`config.mk`:
```
export PLATFORM = sky130hd
export DESIGN_NAME = fib_display
export DESIGN_NICKNAME = d
export VERILOG_FILES = /design/src/rtl/fib_pkg.sv /design/src/rtl/hex7seg.sv /design/src/rtl/fib_display.sv
export SDC_FILE = /design/constraint.sdc
export NUM_CORES = 1
export LEC_CHECK = 0
export BUFFER_PORTS_ARGS = -buffer_cell sky130_fd_sc_hd__buf_2
export CORE_MARGIN = 3
export CORE_UTILIZATION = 30
export DETAILED_ROUTE_END_ITERATION = 10
export GPL_TIMING_DRIVEN = 0
export PLACE_DENSITY = 0.55
export SLEW_MARGIN = 25
export SYNTH_ARGS = -nofsm -noshare
export SYNTH_HDL_FRONTEND = slang
export SYNTH_SLANG_ARGS = --single-unit
```
`constraint.sdc`:
```
create_clock -name clk -period 3.85 [get_ports clk]
set_clock_uncertainty 0.2 [all_clocks]
set_input_delay 0.5775 -clock clk [delete_from_list [all_inputs] [get_ports clk]]
set_output_delay 0.5775 -clock clk [all_outputs]
set_load 0.01 [all_outputs]
```
`src/rtl/fib_pkg.sv`:
```
// Shared constants for the Fibonacci history display: digit count, widths,
// the blank segment pattern and the active-low hex glyph table.
package fib_pkg;

    localparam int unsigned NUM_DIGITS = 8;
    localparam int unsigned HEX_W      = 4;
    localparam int unsigned SEG_W      = 7;
    localparam int unsigned IDX_W      = 3;
    localparam int unsigned CNT_W      = 8;

    localparam logic [SEG_W-1:0] SEG_BLANK = 7'h7F;

    // Segment order {g,f,e,d,c,b,a}, active-low; entry 15 is leftmost.
    localparam logic [15:0][SEG_W-1:0] GLYPH = {
        7'h0E, 7'h06, 7'h21, 7'h46,   // F E D C
        7'h03, 7'h08, 7'h10, 7'h00,   // B A 9 8
        7'h78, 7'h02, 7'h12, 7'h19,   // 7 6 5 4
        7'h30, 7'h24, 7'h79, 7'h40    // 3 2 1 0
    };

endpackage

```
`src/rtl/hex7seg.sv`:
```
// Combinational hex nibble to active-low seven-segment glyph decode.
module hex7seg
    import fib_pkg::*;
(
    input  logic [HEX_W-1:0] hex,
    output logic [SEG_W-1:0] seg_c
);

    assign seg_c = GLYPH[hex];

endmodule

```
`src/rtl/fib_display.sv`:
```
// Captures the last eight Fibonacci terms on each en strobe and scans them
// onto a multiplexed eight-digit seven-segment display.
module fib_display
    import fib_pkg::*;
#(
    parameter int unsigned SCAN_DIV = 50000
) (
    input  logic                  clk,
    input  logic                  rst,
    input  logic                  en,
    input  logic [HEX_W-1:0]      fn,
    input  logic                  clr,
    output logic [NUM_DIGITS-1:0] an,
    output logic [SEG_W-1:0]      seg,
    output logic                  dp,
    output logic [CNT_W-1:0]      cnt,
    output logic                  wrap
);

    localparam int unsigned DIV_W = $clog2(SCAN_DIV);

    logic [NUM_DIGITS-1:0][HEX_W-1:0] hist;
    logic [NUM_DIGITS-1:0]            mask;
    logic [DIV_W-1:0]                 div;
    logic [IDX_W-1:0]                 idx;
    logic [SEG_W-1:0]                 glyph_c;
    logic                             shown_c;

    // Sample history, fill mask, saturating count and sticky overflow flag.
    always_ff @(posedge clk or posedge rst) begin
        if (rst) begin
            hist <= '0;
            mask <= '0;
            cnt  <= '0;
            wrap <= 1'b0;
        end else if (clr) begin
            hist <= '0;
            mask <= '0;
            cnt  <= '0;
            wrap <= 1'b0;
        end else if (en) begin
            hist <= {hist[NUM_DIGITS-2:0], fn};
            mask <= {mask[NUM_DIGITS-2:0], 1'b1};
            if (cnt != '1) begin
                cnt <= cnt + CNT_W'(1);
            end
            // A smaller term than the previous one means the 4-bit sum overflowed.
            if ((cnt != '0) && (fn < hist[0])) begin
                wrap <= 1'b1;
            end
        end
    end

    // Digit scan timebase; independent of capture and clear.
    always_ff @(posedge clk or posedge rst) begin
        if (rst) begin
            div <= '0;
            idx <= '0;
        end else if (div == DIV_W'(SCAN_DIV - 1)) begin
            div <= '0;
            idx <= idx + IDX_W'(1);
        end else begin
            div <= div + DIV_W'(1);
        end
    end

    hex7seg u_hex7seg (
        .hex   (hist[idx]),
        .seg_c (glyph_c)
    );

    assign shown_c = mask[idx];

    // Registered display drive; unfilled slots stay dark.
    always_ff @(posedge clk or posedge rst) begin
        if (rst) begin
            an  <= '1;
            seg <= SEG_BLANK;
            dp  <= 1'b1;
        end else begin
            an  <= shown_c ? ~(NUM_DIGITS'(1) << idx) : '1;
            seg <= shown_c ? glyph_c : SEG_BLANK;
            dp  <= ~(wrap && (idx == '0) && shown_c);
        end
    end

endmodule

```
=== Word level (Yosys, flattened, before mapping) ===
Memories as Yosys holds them, arrays and structs flattened.
Cells that the tools add are included.

* Register bits: 84
* Logic and storage cells: 56
* Memories: 1
* Memory bits (read-only): 112

{| class="wikitable"
|+ Memory list
! name !! depth !! bits a word !! rd ports !! clocked after Yosys merged registers in !! write ports !! RTL line !! RTL
|-
| (no name shown) || 16 || 7 || 1 || 0 || 0 || hex7seg.sv:9 || <nowiki>assign seg_c = GLYPH[hex];</nowiki>
|}

* Reduce and logical (&&, ||, !) cells: 10
* Muxes and demuxes: 18
* $add $sub $neg: 3
* Eq/ne operators: 2
* Magnitude comparators: 3
* Shift-type cells: 1
* Bitwise logic cells: 2

{| class="wikitable"
|+ Operator list
! kind !! number
|-
| $mux W32 || 2
|-
| $mux W8 || 6
|-
| $add A16 B1 Y16 const B || 1
|-
| $eq A16 B16 Y1 const B || 1
|-
| $mux W16 || 1
|-
| $mux W7 || 2
|-
| $bmux W4 S3 || 1
|-
| $add A8 B1 Y8 const B || 1
|-
| $ne A8 B8 Y1 const B || 1
|-
| $not A8 Y8 || 1
|-
| $reduce_bool A8 Y1 || 1
|-
| $shl A1 B3 Y8 const A || 1
|-
| $reduce_bool A2 Y1 || 3
|-
| $lt A4 B5 Y1 const B || 1
|-
| $lt A3 B4 Y1 const B || 1
|-
| $lt A4 B4 Y1 || 1
|-
| $mux W1 || 4
|-
| $mux W4 || 1
|-
| $reduce_and A2 Y1 || 2
|-
| $add A3 B1 Y3 const B || 1
|-
| $bmux W1 S3 || 1
|-
| $logic_and A1 B1 Y1 || 3
|-
| $logic_not A3 Y1 || 1
|-
| $not A1 Y1 || 1
|}

=== Longest topological paths before layout ===
Gate-level depths: netlist of the first run.

* Word-level depth: 5
* Depth in mapped cells: 9
* Mapped depth without buffers: 8

=== Hierarchy ===
A second synthesis of the first run with hierarchy kept.

* Cells, all modules: 371
* Area, all modules: 4192.8 um^2

{| class="wikitable"
|+ By module, submodules not included
! module !! cells each !! area an instance (um^2) !! times used !! seq. area each (um^2)
|-
| fib_display || 340 || 3940.0 || 1 || 2122.0
|-
| hex7seg || 31 || 252.7 || 1 || 0.0
|}

=== Least setup slack after synthesis of the first run ===
Ideal clock, no wire load.

* Kind: reg-to-reg
* Start: register idx[1]
* End: register seg[3]
* Slack: 1.529 ns
* Data required time: 3.556 ns
* Data arrival time: 2.027 ns
* Setup time: 0.094 ns
* Path buffers: 1
* Cell stages (with the launch flop): 7
* Cells stage by stage: dfrtp_1 -> buf_6 -> mux4_2 -> mux2_2 -> ha_1 -> a2111oi_0 -> a31oi_1

* Cells in the longest elaborated chain, start to end: 5
* Elaborated cells on any way between the ends: 7
* Classes of those cells: mux: 6; memory: 1

{| class="wikitable"
|+ Ends and longest elaborated chain
! item !! RTL line !! RTL
|-
| start: declaration || fib_display.sv:25 || <nowiki>logic [IDX_W-1:0] idx;</nowiki>
|-
| start signal: assignment || fib_display.sv:61 || <nowiki>idx <= idx + IDX_W'(1);</nowiki>
|-
| $bmux W4 S3 || fib_display.sv:68 || <nowiki>.hex (hist[idx]),</nowiki>
|-
| $mux W4 (not written as such) || fib_display.sv:68 ||
|-
| $mem_v2 Z16 W7 || n/a ||
|-
| $mux W7 (not written as such) || hex7seg.sv:9 ||
|-
| $mux W7 * || fib_display.sv:82 || <nowiki>seg <= shown_c ? glyph_c : SEG_BLANK;</nowiki>
|-
| end signal: assignment || fib_display.sv:82 ||
|-
| end: declaration || fib_display.sv:14 || <nowiki>output logic [SEG_W-1:0] seg,</nowiki>
|}

Every way passes the cells marked *; elsewhere a longest branch is shown, timed or not. The select of a mux whose other input is x is not followed.
A chain may end at the register's enable or synchronous reset.

=== Final worst setup path of the first run ===
Same ends and word-level chain as after synthesis.

==> metrics, run 1 <==
Final period util 67.9%; Finished Cell Area 0.00485 mm²; R2R Setup Slk 1.23 ns; share of post-route cells with drive strength above 1 19.7%; largest net degree at the start of global routing 49; Clock Root Buffer clkbuf_16; fmax 382 MHz; Synth warnings 0; DRC 0; Pwr per Cell Area 398 mW/mm²; CP Max Fanout 10; CTS tree built; Slew Limit Fails 0; max_slew headroom 49.8%; ANT cells 0; detailed-route via count 2746; Routability Congestion 0.792; dpl cell area 0.00454 mm²; final cell count without fillers 597; Setup CP Type flop to flop; Synth-to-Final Area Change 17.1%; Post-DP HPWL 5.74 mm; DR vias/cell 4.60; CORE AREA 0.0133 mm²; I/O pin count 33; Post-Synthesis Cells 374; Post-Place Cells 581; Synth Area per Inst 11.1 µm²; CTS resizes 0; Worst Max-Slew Pin Slew 0.753 ns; Post-synth top flop dfrtp_1; R2R Path End seg[3]$_DFF_PP1_; routed len/inst 13.4 µm; Post-synth EDFFs 0; Top cell by count, worst path nand2_1; grt total ovfl 0; Starting Density 31.0%; IO Port Bufs 30; drt pass-1 iters 4; Worst-Skew Late Latency 0.33 ns; synthesized area 0.00414 mm²; r2r startpoint idx[1]$_DFFE_PP0N_; H-tree Lvls 3; R2R cell count 8; Cell Chain, Critical Path buf_6 > mux4_2 > nand2_1 > nand2_1 > ha_1 > a21boi_1 > a2111oi_0 > a31oi_1; unrepaired setup endpoints after global routing false; ranking of synthesized cells by area dfrtp_1, mux2i_1, dfstp_2; drt total wl 7.99 mm; CP startpoint kind flop; Worst Path Arrival 2.65 ns; final core occ 36.3%; Final setup viols 0; top cells by count, synth nor2_1, dfrtp_1, mux2i_1; GRT Total Usage 11.0%; Synth cell types 43; vias in the first global route 2645; power consumption 1.93 mW; static leakage 2.21 nW; fin nets 441; Worst-path clk slew 0.06 ns; Syn Nets 399; post-synth top area share 41.1%; run status completed; Rows 42; peak supply drop 0.000226 V; First DRT Iteration DRCs 119; Hold Buf Count CTS 0; initial antenna violation count 0; Final ANT Viol Nets 0; Die Y 124 µm; hold slack 0.0697 ns; clk buf depth 2; most common cell in the netlist nor2_1; sequential-to-total area share from yosys stat 51.2%; Tmin final 2.62 ns; CTS Sinks 84; Final Hold Viols 0; CP max-delay cell dfrtp_1; setup bufs post-CTS 0; full die area 0.0153 mm²; Async SR Flop Fraction 100%; total CTS buffers 9; Die W 124 µm; first-pass GRT wire length 13.3 mm; CP endpoint kind flop; post-synthesis register bit count 84; Max-cap violations 0; largest area contributor in the netlist dfrtp_1; Hold WC Path Type input port to async pin; Worst path max stage delay 0.50 ns; Data required, critical path 3.89 ns
-- power by group --
group / total (mW) / internal (mW) / switching [mW]
Sequential: 0.917 / 0.905 / 0.0117
Combinational: 0.138 / 0.0541 / 0.0842
Clock: 0.876 / 0.540 / 0.336
Total: 1.93 / 1.50 / 0.432
-- worst max path at each step --
stage	endpoint	slack, ns	from	cells past startpoint
finish	seg[3]$_DFF_PP1_	1.23	idx[1]$_DFFE_PP0N_	8
global route	seg[3]$_DFF_PP1_	1.00	idx[1]$_DFFE_PP0N_	8
detailed placement	seg[3]$_DFF_PP1_	1.27	idx[1]$_DFFE_PP0N_	8
floorplan	cnt[0]$_DFFE_PP0P_	0.93	rst	1
global placement	div[0]$_DFF_PP0_	-0.03	rst	2
CTS	seg[3]$_DFF_PP1_	1.25	idx[1]$_DFFE_PP0N_	8
-- critical path, delay by kind of cell (launching register included) --
kind / cells / cell delay, ns
DFF: 1 / 0.50
AOI/OAI and AO/OA: 3 / 0.61
muxes: 1 / 0.50
adders and majority gates: 1 / 0.26
and+or+nand+nor: 2 / 0.24
buffers and inverters: 1 / 0.20
-- kinds of logic (layout without fill, tap and decap cells) --
| kind of cell | Yosys count | count (layout) | share of synthesized area, % |
|---|---|---|---|
| AO/OA/AOI/OAI | 26 | 26 | 4.08 |
| XOR/XNOR | 21 | 21 | 4.44 |
| adder cells (fa/ha/maj) | 17 | 17 | 5.13 |
| buffers and inverters | 31 | 78 | 3.41 |
| flip-flops | 84 | 84 | 51.2 |
| multiplexers | 62 | 62 | 17.7 |
| AND/OR/NAND/NOR | 133 | 133 | 14.0 |
-- area by class of cell --
type	instances	area, µm²
Tap cell	176	220
Fill cell	1347	8500
Timing Repair Buffer	31	178
Clock buffer	13	260
Clock inverter	3	46.3
Buffer	15	81.3
Multi-Input combinational cell	259	1880
Sequential cell	84	2120
Inverter	16	62.6
-- cell usage in the layout (no fill, tap or decap), drive strengths merged, types with 4 or more instances in the layout --
cell,n
a21oi,6
buf,41
clkbuf,18
dfrtp,68
dfstp,16
ha,17
inv,15
mux2,8
mux2i,47
mux4,7
nand2,21
nand3,14
nand4,4
nor2,73
nor3,8
o21ai,7
o221ai,4
xnor2,15
xor2,6
-- through the flow --
| stage | setup WS (ns) | setup TNS [ns] |
|---|---|---|
| 2_1_floorplan | 0.934 | 0 |
| 3_3_place_gp | -0.0311 | -1.85 |
| 3_5_place_dp | 1.27 | 0 |
| 4_1_cts | 1.25 | 0 |
| 5_1_grt | 1.00 | 0 |
| 6_report | 1.23 | 0 |
-- routing by layer --
| metal | vias to the layer above | share of wire (%) | global-route usage [%] |
|---|---|---|---|
| met5 | - | 0 | 0 |
| met4 | 0 | 0.91 | 3.32 |
| met2 | 53 | 43 | 15.9 |
| met1 | 1321 | 51 | 16.2 |
| met3 | 5 | 4.5 | 2.93 |
| li1 | 1367 | - | - |
-- state kept, by name, indices dropped and copies added (netlist names) --
register and cells:
an 8, cnt 8, div 16, dp 1, hist 32, idx 3, mask 8, seg 7
wrap 1
No activity file was read; power rests on OpenSTA's default activity.
==> run 2: changes to the inputs <==
==> constraint.sdc (replaced) <==
create_clock -name clk -period 2.55 [get_ports clk]
set_clock_uncertainty 0.2 [all_clocks]
set_input_delay 0.3825 -clock clk [delete_from_list [all_inputs] [get_ports clk]]
set_output_delay 0.3825 -clock clk [all_outputs]
set_load 0.01 [all_outputs]
==> metrics, run 2 (synthesis gave the netlist of run 1 again) <==
I/O pin count 33 (unchanged); CP Max Fanout 10 (unchanged); vias in the first global route 2646 (was 2645); footprint of the multi-input gates 0.00189 mm² (was 0.00188 mm²); CTS Sinks 84 (unchanged); DRC 0 (unchanged); Final ANT Viol Nets 0 (unchanged); CTS tree built (unchanged); Data required, critical path 2.60 ns (was 3.89 ns); FF/Latch Area 0.00212 mm² (about the same); routed len/inst 13.4 µm (about the same); Clock Root Buffer clkbuf_16 (unchanged); Worst Max-Slew Pin Slew 0.764 ns (was 0.753 ns); Routability Congestion 0.791 (was 0.792); Worst-Skew Late Latency 0.34 ns (was 0.33 ns); R2R Path End seg[3]$_DFF_PP1_ (unchanged); critical path launch point idx[1]$_DFFE_PP0N_ (unchanged); most common cell after layout, fill and taps aside nor2_1 (unchanged); GRT Total Usage 11.1% (was 11.0%); full die area 0.0153 mm² (unchanged); most frequent cells in the layout nor2_1, dfrtp_1, mux2i_1 (unchanged); drt total wl 8.06 mm (was 7.99 mm); fmax 421 MHz (was 382 MHz); IO Port Bufs 30 (unchanged); unrepaired setup endpoints after global routing false (unchanged); Final Hold Viols 0 (unchanged); total CTS buffers 9 (unchanged); Filler cells 1318 (was 1347); Hold WC Path Type input port to flop (was input port to async pin); Tmin final 2.37 ns (was 2.62 ns); Slew Limit Fails 0 (unchanged); ANT cells 0 (unchanged); First DRT Iteration DRCs 157 (was 119); Post-DP HPWL 5.91 mm (was 5.74 mm); drt pass-1 iters 4 (unchanged); detailed-route via count 2797 (was 2746); DR vias/cell 4.65 (was 4.60); met3 wire len 300 µm (was 362 µm); CP startpoint kind flop (unchanged); largest net degree at the start of global routing 30 (was 49); Final setup viols 0 (unchanged); initial antenna violation count 0 (unchanged); Rows 42 (unchanged); H-tree Lvls 3 (unchanged); Hold Path Stages 3; met1 WL 4.18 mm (was 4.11 mm); peak supply drop 0.000300 V (was 0.000226 V); Worst Path Arrival 2.42 ns (was 2.65 ns); run status completed (unchanged); hold path start fn[0]; share of post-route cells with drive strength above 1 21.6% (was 19.7%); total negative slack 0 ns (unchanged); power consumption 3.03 mW (was 1.93 mW); top routing layer in use met4 (unchanged); Die Y 124 µm (unchanged); Die W 124 µm (unchanged); R2R cell count 8 (unchanged); Largest register FFs 32 (unchanged); grt total ovfl 0 (unchanged); r2r startpoint idx[1]$_DFFE_PP0N_ (unchanged); first-pass GRT wire length 13.3 mm (about the same); fin nets 445 (was 441); Pwr per Cell Area 613 mW/mm² (was 398 mW/mm²); Starting Density 31.0% (unchanged); CP endpoint kind flop (unchanged); static leakage 2.25 nW (was 2.21 nW); Worst-path clk slew 0.06 ns (about the same); Final period util 93.1% (was 67.9%); Max-cap violations 0 (unchanged); WHS Endpoint hist[0]$_DFFE_PP0P_; Finished Cell Area 0.00495 mm² (was 0.00485 mm²); R2R Setup Slk 0.18 ns (was 1.23 ns); met2 WL 3.46 mm (was 3.44 mm); Top reg by flops hist (unchanged); biggest registers after layout hist x32, div x16 (unchanged); CORE AREA 0.0133 mm² (unchanged); Setup CP Type flop to flop (unchanged); Synth-to-Final Area Change 19.5% (was 17.1%); max_slew headroom 49.1% (was 49.8%); clk buf depth 2 (unchanged); dpl cell area 0.00458 mm² (was 0.00454 mm²)
[run 2: cell types whose count changed in the layout (fill, tap and decap cells not counted), moves of 2 or more]
| cell | delta |
|---|---|
| buf_12 | +2 |
| clkbuf_1 | -2 |
| clkbuf_8 | -2 |
| clkinvlp_4 | +2 |
| inv_6 | +2 |
[run 2: per-layer routing]
metal	vias to the layer above	track usage, %
li1	1375	-
met2	55	16.0
met1	1358	16.6
met4	0	4.57
met3	9	1.65
met5	-	0
[run 2: final cells by class]
type / count / share of cell area (%)
multi-input combinational: 259 / 38.2
clock buffer: 9 / 4.55
buffer: 15 / 1.64
sequential: 84 / 42.9
timing repair buffer: 35 / 4.75
tap: 176 / 4.45
clock inverter: 7 / 2.12
inverter: 16 / 1.37
[run 2: power breakdown]
part           internal, mW  leakage [nW]  switching [mW]
clock                 0.873         0.159           0.556
combinational        0.0901         0.993           0.130
sequential             1.37          1.09          0.0180
[run 2: stage by stage]
| step | hold slack (ns) | instances | utilization [%] | setup slack [ns] |
|---|---|---|---|---|
| 6_report | 0.110 | 601 | 37.1 | 0.176 |
| 5_1_grt | 0.111 | 601 | 37.1 | 0.0316 |
| 4_1_cts | 0.104 | 600 | 36.9 | 0.0136 |
| 3_5_place_dp | 0.288 | 583 | 34.3 | -0.0627 |
| 3_3_place_gp | 0.287 | 580 | 33.8 | -0.0223 |
| 2_1_floorplan | 0.264 | 374 | - | 0.229 |
[run 2: worst max path at each step]
stage | endpoint | slack (ns) | depth (start not counted)
after global routing | seg[3]$_DFF_PP1_ | 0.03 | 8
after CTS | seg[3]$_DFF_PP1_ | 0.01 | 8
after global placement | seg[3]$_DFF_PP1_ | -0.02 | 8
after floorplan | seg[3]$_DFF_PP1_ | 0.23 | 6
final | seg[3]$_DFF_PP1_ | 0.18 | 8
after detailed placement | seg[3]$_DFF_PP1_ | -0.06 | 8
[run 2: what timing repair did]
| item | in CTS | in global routing |
|---|---|---|
| setup endpoints to repair | 1 | 2 |
| pin swaps | 0 | 1 |
| buffers inserted | 0 | 1 |
| resized for setup | 1 | 5 |
| hold buffers | 1 | 0 |
| endpoints found under the hold margin | 15 | 0 |
[run 2: worst max-delay path: stages (launching register included)]
cell,delay [ns]
dfrtp_2,0.40
buf_6,0.16
mux4_2,0.49
nand2_1,0.09
nand2_2,0.10
ha_1,0.23
a21boi_2,0.16
a2111oi_1,0.35
a31oi_1,0.09
==> run 3: changes to the inputs <==
--- a/config.mk
+++ b/config.mk
@@ -9,7 +9,6 @@
 export CORE_MARGIN = 3
 export CORE_UTILIZATION = 30
 export DETAILED_ROUTE_END_ITERATION = 10
-export GPL_TIMING_DRIVEN = 0
 export PLACE_DENSITY = 0.55
 export SLEW_MARGIN = 25
 export SYNTH_ARGS = -nofsm -noshare
==> metrics, run 3 (synthesis gave the netlist of run 1 again) <==
grt total ovfl 0 (unchanged); CP Max Fanout 6 (was 10); Top Family by Delay on Critical Path multiplexers (was compound AO/OA/AOI/OAI gates); top routing layer in use met4 (unchanged); Worst-Skew Late Latency 0.33 ns (was 0.34 ns); Setup CP Type flop to flop (unchanged); First DRT Iteration DRCs 168 (was 157); Post-DP HPWL 5.44 mm (was 5.91 mm); Tmin final 2.32 ns (was 2.37 ns); static leakage 2.20 nW (was 2.25 nW); run status completed (unchanged); most frequent cells in the layout nor2_1, dfrtp_1, mux2i_1 (unchanged); Worst path max stage delay 0.52 ns (was 0.49 ns); Synth-to-Final Area Change 16.5% (was 19.5%); met1 WL 4.18 mm (unchanged); Cell Chain, Critical Path mux4_2 > mux2_2 > inv_1 > ha_1 > a21boi_1 > a2111oi_1 > a31oi_1 (was buf_6 > mux4_2 > nand2_1 > nand2_2 > ha_1 > a21boi_2 > a2111oi_1 > a31oi_1); clk buf depth 2 (unchanged); routed len/inst 13.2 µm (was 13.4 µm); Hold Path Stages 3 (unchanged); Final Hold Viols 0 (unchanged); Clock Root Buffer clkbuf_16 (unchanged); GRT Total Usage 11.1% (about the same); R2R cell count 7 (was 8); max_slew headroom 56.2% (was 49.1%); peak supply drop 0.000293 V (was 0.000300 V); Slew Limit Fails 0 (unchanged); fmax 432 MHz (was 421 MHz); I/O pin count 33 (unchanged); final core occ 36.2% (was 37.1%); unrepaired setup endpoints after global routing false (unchanged); Top reg by flops hist (unchanged); Die Y 124 µm (unchanged); met2 WL 3.22 mm (was 3.46 mm); setup bufs post-CTS 0 (unchanged); hold slack 0.116 ns (was 0.110 ns); DR vias/cell 4.56 (was 4.65); Worst Max-Slew Pin Slew 0.653 ns (was 0.764 ns); full die area 0.0153 mm² (unchanged); Max-cap violations 0 (unchanged); r2r startpoint idx[1]$_DFFE_PP0N_ (unchanged); CP max-delay cell mux4_2 (unchanged); Rows 42 (unchanged); Routability Congestion 0.830 (was 0.791); Filler cells 1356 (was 1318); biggest registers after layout hist x32, div x16 (unchanged); CORE AREA 0.0133 mm² (unchanged); most common cell after layout, fill and taps aside nor2_1 (unchanged); R2R Setup Slk 0.23 ns (was 0.18 ns); WHS Endpoint hist[3]$_DFFE_PP0P_ (was hist[0]$_DFFE_PP0P_); Final period util 90.9% (was 93.1%); fin nets 438 (was 445); CP startpoint kind flop (unchanged); drt pass-1 iters 4 (unchanged); drt total wl 7.83 mm (was 8.06 mm); Data required, critical path 2.60 ns (about the same); Worst-path clk slew 0.06 ns (about the same); H-tree Lvls 3 (unchanged); CP endpoint kind flop (unchanged); total CTS buffers 9 (unchanged); ANT cells 0 (unchanged); power consumption 2.80 mW (was 3.03 mW); Starting Density 31.0% (unchanged); vias in the first global route 2595 (was 2646); DRC 0 (unchanged); initial antenna violation count 0 (unchanged); Stages on worst setup path 7 (was 8); CTS Sinks 84 (unchanged); met3 wire len 352 µm (was 300 µm); Critical path buffers and inverters 1 (unchanged); Final setup viols 0 (unchanged); Final ANT Viol Nets 0 (unchanged); R2R Path End seg[3]$_DFF_PP1_ (unchanged); Hold WC Path Type input port to flop (unchanged); detailed-route via count 2706 (was 2797); hold path start fn[3] (was fn[0]); Largest register FFs 32 (unchanged); Worst Path Arrival 2.37 ns (was 2.42 ns); CTS tree built (unchanged); Die W 124 µm (unchanged); largest net degree at the start of global routing 64 (was 30); IO Port Bufs 32 (was 30); total negative slack 0 ns (unchanged); share of post-route cells with drive strength above 1 21.8% (was 21.6%); first-pass GRT wire length 13.5 mm (was 13.3 mm); Pwr per Cell Area 581 mW/mm² (was 613 mW/mm²)
## run 3: changes by cell type in the layout (fill, tap and decap cells not counted), sizes merged
cell / before / now
inv: 17 / 14
buf: 44 / 42
bufinv: 2 / 0
clkbuf: 14 / 12
clkinv: 1 / 3
## run 3: layout make-up
| class | count | area, µm² | share of cell area [%] |
|---|---|---|---|
| repair buffers | 43 | 258 | 5.34 |
| multi-input cells | 259 | 1880 | 39.0 |
| clock inverters | 4 | 23.8 | 0.492 |
| clock buffers | 12 | 256 | 5.31 |
| inverters | 16 | 63.8 | 1.32 |
| flip-flops and latches | 84 | 2120 | 44.0 |
| well taps | 176 | 220 | 4.56 |
## run 3: how the worst max path moves through the flow
stage                             startpoint          endpoint  slack, ns
after global routing      idx[1]$_DFFE_PP0N_  seg[3]$_DFF_PP1_       0.04
after detailed placement  idx[1]$_DFFE_PP0N_  seg[3]$_DFF_PP1_       0.18
after floorplan           idx[1]$_DFFE_PP0N_  seg[3]$_DFF_PP1_       0.23
after CTS                 idx[1]$_DFFE_PP0N_  seg[3]$_DFF_PP1_       0.10
final                     idx[1]$_DFFE_PP0N_  seg[3]$_DFF_PP1_       0.23
after global placement    idx[1]$_DFFE_PP0N_  seg[3]$_DFF_PP1_       0.24
## run 3: routing by layer
layer | GRT usage [%] | up-vias
met1 | 17.2 | 1288
met5 | 0 | -
met4 | 2.70 | 0
met3 | 3.66 | 7
li1 | - | 1357
met2 | 14.8 | 54
## run 3: repair_timing
| action | 4_1_cts | 5_1_grt |
|---|---|---|
| endpoints found under the setup margin | 0 | 1 |
| gates resized for setup | 0 | 3 |
| endpoints found under the hold margin | 14 | 0 |
| hold buffers | 1 | 0 |
## run 3: per-stage QoR
step	std cells	setup slack, ns	cell area (µm²)
floorplan	374	0.229	4150
global placement	577	0.241	4530
detailed placement	577	0.184	4530
CTS	594	0.103	4820
global route	594	0.0364	4830
finish	594	0.233	4830
## run 3: worst min-delay path, delay by kind of cell
kind	cells	cell delay, ns
buffers and inverters	1	0.09
muxes	1	0.06
and+or+nand+nor	1	0.08
## run 3: power breakdown
part,total [mW],switching (mW),internal [mW]
registers,1.39,0.0182,1.37
logic,0.206,0.124,0.0815
clock network,1.21,0.505,0.708
